File: config.mk
export PLATFORM = sky130hd
export DESIGN_NAME = song_reader
export DESIGN_NICKNAME = d
export VERILOG_FILES = /design/src/rtl/music_pkg.sv /design/src/rtl/song_reader.sv
export SDC_FILE = /design/constraint.sdc
export NUM_CORES = 1
export LEC_CHECK = 0
export CORE_MARGIN = 2
export CORE_UTILIZATION = 25
export DETAILED_ROUTE_END_ITERATION = 16
export SLEW_MARGIN = 5
export SYNTH_ARGS = -nofsm -noshare
export SYNTH_HDL_FRONTEND = slang
export SYNTH_SLANG_ARGS = --single-unit
File: constraint.sdc
create_clock -name clk -period 3.45 [get_ports clk]
set_input_delay 0.69 -clock clk [delete_from_list [all_inputs] [get_ports clk]]
set_output_delay 0.69 -clock clk [all_outputs]
set_load 0.005 [all_outputs]
File: src/rtl/music_pkg.sv
// Shared definitions for the song sequencer: field widths, ROM word
// layout helpers and the sequencer state encoding.
package music_pkg;

    localparam int SONG_W = 2;               // 4 songs
    localparam int IDX_W  = 5;               // 32 entries per song
    localparam int NOTE_W = 6;
    localparam int DUR_W  = 6;
    localparam int ROM_W  = NOTE_W + DUR_W;  // ROM word {note, duration}
    localparam int ADDR_W = SONG_W + IDX_W;  // ROM address {song, idx}

    localparam logic [NOTE_W-1:0] REST_NOTE = '0;
    localparam logic [DUR_W-1:0]  END_DUR   = '0;   // duration 0 ends a song

    typedef enum logic [2:0] {
        IDLE,
        FETCH,
        CAPTURE,
        PLAYING,
        DONE
    } state_t;

    // Note code held in the upper field of a ROM word.
    function automatic logic [NOTE_W-1:0] word_note(input logic [ROM_W-1:0] w);
        return w[ROM_W-1:DUR_W];
    endfunction

    // Duration held in the lower field of a ROM word.
    function automatic logic [DUR_W-1:0] word_dur(input logic [ROM_W-1:0] w);
        return w[DUR_W-1:0];
    endfunction

endpackage

File: src/rtl/song_reader.sv
// song_reader: walks one 32-entry song of the song ROM and hands each
// {note, duration} to the note player.
// Optional build macro: SONG_READER_LOOP_EN -- when defined, a finished
// song restarts from entry 0 while play stays high instead of idling.
//
// Player handshake: new_note is a one-cycle strobe meaning note/duration
// now hold a fresh entry and stay stable until the next strobe or the
// end of the song. The player answers with a one-cycle note_done pulse
// once that note has finished; note_done only counts while the reader
// is PLAYING with play high, and is dropped in every other case.
// The ROM has one cycle of registered read latency: rom_addr is held
// through FETCH and the matching rom_dout is consumed in CAPTURE.
// The current FSM state is the register `state`, for checker binding.
module song_reader
    import music_pkg::*;
(
    input  logic              clk,
    input  logic              reset,
    input  logic              play,
    input  logic [SONG_W-1:0] song,
    input  logic              note_done,
    input  logic [ROM_W-1:0]  rom_dout,
    output logic [ADDR_W-1:0] rom_addr,
    output logic [NOTE_W-1:0] note,
    output logic [DUR_W-1:0]  duration,
    output logic              new_note,
    output logic              song_done,
    output logic              busy
);

    state_t            state;
    logic [SONG_W-1:0] song_q;
    logic [IDX_W-1:0]  idx;
    logic              song_change;
    logic              restart;
    logic              last_idx;

    // A different song selected mid-walk restarts from its first entry;
    // DONE finishes its pulse first and IDLE latches the song anyway.
    assign song_change = (song != song_q);
    assign restart     = song_change &&
                         (state == FETCH || state == CAPTURE || state == PLAYING);
    assign last_idx    = &idx;

    // Sequencer FSM, index counter and all registered outputs.
    always_ff @(posedge clk) begin
        if (reset) begin
            state     <= IDLE;
            song_q    <= '0;
            idx       <= '0;
            rom_addr  <= '0;
            note      <= '0;
            duration  <= '0;
            new_note  <= 1'b0;
            song_done <= 1'b0;
            busy      <= 1'b0;
        end else begin
            new_note  <= 1'b0;
            song_done <= 1'b0;
            if (restart) begin
                // Song change wins over a simultaneous note_done.
                song_q   <= song;
                idx      <= '0;
                rom_addr <= {song, {IDX_W{1'b0}}};
                state    <= FETCH;
            end else begin
                case (state)
                    IDLE: begin
                        if (play) begin
                            song_q   <= song;
                            idx      <= '0;
                            rom_addr <= {song, {IDX_W{1'b0}}};
                            busy     <= 1'b1;
                            state    <= FETCH;
                        end
                    end
                    FETCH: begin
                        state <= CAPTURE;
                    end
                    CAPTURE: begin
                        if (word_dur(rom_dout) == END_DUR) begin
                            song_done <= 1'b1;
                            state     <= DONE;
                        end else begin
                            note     <= word_note(rom_dout);
                            duration <= word_dur(rom_dout);
                            new_note <= 1'b1;
                            state    <= PLAYING;
                        end
                    end
                    PLAYING: begin
                        if (play && note_done) begin
                            if (last_idx) begin
                                // Entry 31 was the last one; never wrap to 0.
                                song_done <= 1'b1;
                                state     <= DONE;
                            end else begin
                                idx      <= idx + 1'b1;
                                rom_addr <= {song_q, idx + 1'b1};
                                state    <= FETCH;
                            end
                        end
                    end
                    DONE: begin
                        note     <= REST_NOTE;
                        duration <= END_DUR;
`ifdef SONG_READER_LOOP_EN
                        if (play) begin
                            idx      <= '0;
                            rom_addr <= {song_q, {IDX_W{1'b0}}};
                            state    <= FETCH;
                        end else begin
                            busy  <= 1'b0;
                            state <= IDLE;
                        end
`else
                        busy  <= 1'b0;
                        state <= IDLE;
`endif
                    end
                    default: begin
                        busy  <= 1'b0;
                        state <= IDLE;
                    end
                endcase
            end
        end
    end

endmodule

==> results.sh, run 1 <==
export IMPL_clock_sinks=27
export IMPL_syn_nets=182
export IMPL_p_sw_share_pct=28.2
export IMPL_n_fill_cell=570
export IMPL_synth_top_area_share_pct=39.6
export IMPL_wl_per_cell_um=13.1
export IMPL_cts_buffers=3
export IMPL_tightestPinTransition_ns=1.14
export IMPL_synth_top_cell_by_area="dfxtp_1"
export IMPL_multi_input_area_um2=772
export IMPL_dr_pass1_iters=4
export IMPL_final_nets=216
export IMPL_grt_max_degree=33
export IMPL_synth_most_common_cell="dfxtp_1"
export IMPL_crit_path_start_kind="primary input"
export IMPL_dp_hpwl_um=2430
export IMPL_numPortBuffers=39
export IMPL_place_gp_congestion=0.732
export IMPL_irDropWorstVdd_uv=219
export IMPL_p_comb_share_pct=18.4
export IMPL_r2r_setup_slack_ns=1.38
export IMPL_cts_tree="yes"
export IMPL_hold_depth=2
export IMPL_clkSlewWorstSetupHoldPaths_ns=0.10
export IMPL_drc_errors=0
export IMPL_regArea_um2=541
export IMPL_via_per_inst=4.73
export IMPL_finalCriticalPeriod_ns=2.58
export IMPL_power_leakage_nw=0.648
export IMPL_finalWirelength_um=3470
export IMPL_synthCells=162
export IMPL_p_per_area_nw_per_um2=352
export IMPL_grt_pass1_vias=1182
export IMPL_fp_dieArea_um2=6070
export IMPL_fin_skew_ns=0.00803
export IMPL_ant_nets=0
export IMPL_reg2regPathDepth=7
export IMPL_track_usage_pct=11.3
export IMPL_post_cts_setup_buffers=0
export IMPL_vias=1253
export IMPL_yosys_register_bits=27
export IMPL_synth_top_cells_by_count="27 x dfxtp_1, 22 x nor2_1, 15 x nand2_1, 13 x nand3b_1, 10 x o21ai_1"
export IMPL_setup_viol=0
export IMPL_arrival_ns=2.71
export IMPL_yosysSeqAreaShare_pct=39.6
export IMPL_antenna_found_initial=0
export IMPL_ctsResizeCount=0
export IMPL_num_antenna_cells=0
export IMPL_clock_latency_ns=0.27
export IMPL_worstReg2RegStart="rom_addr[0]"
export IMPL_seqPwrFrac_pct=53.1
export IMPL_hp_start="rom_addr[6]"
export IMPL_status="completed"
export IMPL_setup_tns_ns=0
export IMPL_area_growth_pct=35.5
export IMPL_fin_crit_sh_pct=74.8
export IMPL_drtIter0Drc=63
export IMPL_rows=26
export IMPL_synth_edf_count=0
export IMPL_internal_power_mw=0.468
export IMPL_endpoint_kind="flop"
export IMPL_max_slew_margin_rel_pct=23.7
export IMPL_io_pins=40
export IMPL_clockBufferDepth=2
export IMPL_hold_path_class="flop to flop"
export IMPL_finalPower_mw=0.652
export IMPL_netlist_area_um2=1370
export IMPL_layout_drive_gt1_share_pct=5.64
export IMPL_power_frac_clock_pct=28.5
export IMPL_ys_warnings_count=0
export IMPL_initial_utilization_pct=26.2
export IMPL_crit_type="primary input to flop"
export IMPL_grt_pass1_wl_um=5690
export IMPL_maxSlewViolCount=0
export IMPL_core_area_um2=5200
export IMPL_power_switching_mw=0.184
export IMPL_hold_viol_final=0
export IMPL_die_y_um=77.9
export IMPL_required_ns=3.58
export IMPL_rsz0062_at_grt="no"
export IMPL_hold_buffers=0
export IMPL_grt_overflow=0
export IMPL_ys_flop_type="dfxtp_1"
export IMPL_min_to="rom_addr[6]"
export IMPL_fmax_mhz=387
export IMPL_syn_area_per_cell_um2=8.43
export IMPL_startpoint="song[0]"
export IMPL_reg2reg_to="rom_addr[6]"
export IMPL_h_tree_depth=1
export IMPL_die_w_um=77.9
export IMPL_yosysUniqueCellTypes=35
export IMPL_ys_async_sr_fraction_pct=0
export IMPL_cts_root_buf="clkbuf_8"
export IMPL_path_max_fanout=12
export IMPL_synth_area_leaders="dfxtp_1 40%, nand3b_1 7.1%, nor2_1 6.0%"
export IMPL_timing_max_cap_violations=0
-- cell usage in the layout (no fill, tap or decap), types with 2 or more instances in the layout --
cell type,count
ha_1,2
nand3b_1,13
o21ai_0,2
nand2b_1,6
a21oi_1,4
nor2_1,22
clkdlybuf4s50_1,39
inv_1,2
nor3_1,3
dfxtp_1,27
o21ai_1,10
a41oi_1,4
a211oi_1,2
and3_1,5
mux2i_1,6
clkbuf_8,3
nand2_1,15
xnor2_1,5
a31oi_1,9
-- how the worst max path moves through the flow --
stage	end	slack (ns)	cells past startpoint
after CTS	duration[3]	0.82	5
after floorplan	duration[1]	1.42	5
final	duration[2]	0.87	5
after global placement	duration[2]	0.59	5
after global routing	duration[2]	0.65	5
after detailed placement	duration[3]	0.52	5
-- registers in the layout, summed over array words and instances, names as in the netlist --
signal / flops
note: 6
song_done: 1
busy: 1
state: 3
song_q: 2
rom_addr: 6
new_note: 1
idx: 1
duration: 6
-- final cells by class --
class | count | share of cell area (%)
Clock buffer | 3 | 2.23
Tap cell | 70 | 4.73
Multi-Input combinational cell | 122 | 41.7
Timing Repair Buffer | 40 | 21.5
Inverter | 2 | 0.405
Clock inverter | 1 | 0.270
Sequential cell | 27 | 29.2
-- kinds of logic (layout without fill, tap and decap cells) --
| logic type | after synthesis | after routing | synth area share [%] |
|---|---|---|---|
| AOI/OAI and AO/OA | 36 | 36 | 18.3 |
| buffers and inverters | 13 | 46 | 4.40 |
| muxes | 6 | 6 | 4.40 |
| adders and majority gates | 2 | 2 | 1.83 |
| and+or+nand+nor | 73 | 73 | 28.3 |
| DFF | 27 | 27 | 39.6 |
| xor gates and xnor gates | 5 | 5 | 3.20 |
-- power by group through the flow --
stage          clock network [mW]  registers [mW]  logic [mW]
2_1_floorplan                   0           0.339      0.0792
3_3_place_gp                    0           0.353       0.121
3_5_place_dp                    0           0.353       0.121
4_1_cts                     0.192           0.346       0.122
5_1_grt                     0.203           0.349       0.131
6_report                    0.185           0.346       0.120
-- worst max-delay path, stage by stage --
cell,delay (ns)
clkdlybuf4s50_1,0.45
xnor2_1,0.28
nand2_1,0.14
nor4b_2,0.94
o21ai_0,0.20
-- layer usage --
metal / part of all wire, % / routed length (um) / up-vias / global-route usage (%)
li1: - / - / 641 / -
met1: 52 / 1800 / 569 / 15.6
met2: 43 / 1490 / 41 / 18.7
met3: 5.1 / 176 / 2 / 2.79
met4: 0.29 / 10 / 0 / 1.05
met5: 0 / 0 / - / 0
-- metrics by stage --
stage / worst slack, ns / cells / utilization, % / cell area [um2] / hold WS [ns]
2_1_floorplan: 1.42 / 162 / - / 1370 / 0.468
5_1_grt: 0.654 / 265 / 35.6 / 1850 / 0.520
4_1_cts: 0.822 / 265 / 35.6 / 1850 / 0.492
6_report: 0.868 / 265 / 35.6 / 1850 / 0.485
3_5_place_dp: 0.519 / 261 / 34.7 / 1810 / 0.471
3_3_place_gp: 0.590 / 261 / 34.7 / 1810 / 0.470
Power figures use the tool's default switching activity.
==> inputs of run 2 (changes only) <==
==> constraint.sdc (replaced) <==
create_clock -name clk -period 2.15 [get_ports clk]
set_input_delay 0.43 -clock clk [delete_from_list [all_inputs] [get_ports clk]]
set_output_delay 0.43 -clock clk [all_outputs]
set_load 0.005 [all_outputs]
==> run 2 against run 1 <==
Clock power increased by 61%. Register-to-register slack worse by 1.2 ns. First-iteration DRC count is 6.3% higher. Clock-buffer cell count did not move. Die area unchanged. Critical path depth unchanged. Final cell count is 5.3% higher. Non-clock buffer count is 14 higher.
==> results.sh, run 2 (synthesis gave the netlist of run 1 again) <==
export IMPL_hold_viol_final=0
export IMPL_final_nets=230
export IMPL_finalNonFillerCells=279
export IMPL_clockBufferDepth=2
export IMPL_crit_chain="clkdlybuf4s50_1 > or4_4 > o311a_4 > a41oi_1 > o21ai_0"
export IMPL_multi_input_area_um2=781
export IMPL_path_max_fanout=14
export IMPL_most_common_layout_cells="39 x clkdlybuf4s50_1, 27 x dfxtp_1, 22 x nor2_1"
export IMPL_vias=1306
export IMPL_final_util_pct=37.8
export IMPL_endpoint_kind="flop"
export IMPL_crit_type="primary input to flop"
export IMPL_reg_top3="duration (6), note (6), rom_addr (6)"
export IMPL_clkSlewWorstSetupHoldPaths_ns=0.10
export IMPL_die_y_um=77.9
export IMPL_rows=26
export IMPL_clock_latency_ns=0.28
export IMPL_crit_path_start_kind="primary input"
export IMPL_cts_tree="yes"
export IMPL_fp_dieArea_um2=6070
export IMPL_timing_max_cap_violations=0
export IMPL_h_tree_depth=1
export IMPL_fin_skew_ns=0.00451
export IMPL_clock_sinks=27
export IMPL_final_common_cell="clkdlybuf4s50_1"
export IMPL_fin_area_um2=1970
export IMPL_worstReg2RegStart="rom_addr[1]"
export IMPL_crit_buf_inv=1
export IMPL_io_pins=40
export IMPL_cp_top_family="compound AO/OA/AOI/OAI gates"
export IMPL_irDropWorstVdd_uv=268
export IMPL_layout_drive_gt1_share_pct=12.0
export IMPL_finalWirelength_um=3520
export IMPL_initial_utilization_pct=26.2
export IMPL_dp_cells=275
export IMPL_place_gp_congestion=0.786
export IMPL_maxSlewViolCount=0
export IMPL_drc_errors=0
export IMPL_n_fill_cell=570
export IMPL_max_slew_margin_rel_pct=55.7
export IMPL_area_growth_pct=43.9
export IMPL_grt_overflow=0
export IMPL_post_cts_setup_buffers=0
export IMPL_startpoint="rom_dout[2]"
export IMPL_crit_path_max_incr_delay_ns=0.58
export IMPL_p_per_area_nw_per_um2=554
export IMPL_finalCriticalPeriod_ns=2.03
export IMPL_hp_start="rom_addr[5]"
export IMPL_tightestPinTransition_ns=0.662
export IMPL_fmax_mhz=492
export IMPL_rsz0062_at_grt="no"
export IMPL_regArea_um2=541
export IMPL_cp_slowest_cell="or4_4"
export IMPL_antenna_found_initial=0
export IMPL_num_antenna_cells=0
export IMPL_track_usage_pct=12.2
export IMPL_layout_setup_ws_ns=0.116
export IMPL_cts_buffers=3
export IMPL_grt_max_degree=33
export IMPL_numPortBuffers=39
export IMPL_grt_pass1_vias=1228
export IMPL_power_leakage_nw=0.717
export IMPL_core_area_um2=5200
export IMPL_setup_viol=0
export IMPL_pre_cts_ws_ns=-0.320
export IMPL_dp_hpwl_um=2460
export IMPL_status="completed"
export IMPL_cts_root_buf="clkbuf_8"
export IMPL_die_w_um=77.9
export IMPL_whs_ns=0.488
export IMPL_dr_pass1_iters=4
export IMPL_via_per_inst=4.68
export IMPL_setup_tns_ns=0
export IMPL_wl_per_cell_um=12.6
export IMPL_arrival_ns=2.18
export IMPL_finalPower_mw=1.09
export IMPL_place_area_um2=1910
export IMPL_hold_path_class="flop to flop"
export IMPL_drtIter0Drc=67
export IMPL_fin_crit_sh_pct=94.6
export IMPL_grt_pass1_wl_um=6080
export IMPL_required_ns=2.30
export IMPL_ant_nets=0
## run 2: final timing paths
kind,end,slack (ns),cells past startpoint
hold / removal,rom_addr[5],0.49,2
setup / recovery,duration[3],0.12,5
hold reg to reg,rom_addr[5],0.49,2
setup reg to reg,idx[4],0.23,8
## run 2: where the power goes
part	switching, mW	internal (mW)
clock	0.168	0.130
sequential	0.0149	0.521
combinational	0.121	0.133
total	0.304	0.784
## run 2: worst min-delay path, stage by stage, from the launching register on
cell	delay, ns
dfxtp_1	0.32
nand2b_1	0.07
mux2i_1	0.06
## run 2: layout make-up
class                           instances  share of cell area (%)
Timing Repair Buffer                   54                    25.6
Clock inverter                          1                   0.255
Multi-Input combinational cell        122                    39.7
Sequential cell                        27                    27.5
Inverter                                2                   0.382
Tap cell                               70                    4.46
Clock buffer                            3                    2.10
## run 2: what timing repair did
| action | in CTS | in global routing |
|---|---|---|
| gates resized for setup | 1 | 0 |
| endpoints found under the hold margin | 0 | 0 |
| endpoints found under the setup margin | 2 | 0 |
| hold buffers | 0 | 0 |
## run 2: layer usage
| metal | vias up | wire (um) | global-route usage [%] |
|---|---|---|---|
| met1 | 598 | 1800 | 17.5 |
| met2 | 35 | 1530 | 18.4 |
| li1 | 671 | - | - |
| met4 | 0 | 17 | 2.63 |
| met5 | - | 0 | 0 |
| met3 | 2 | 175 | 3.02 |
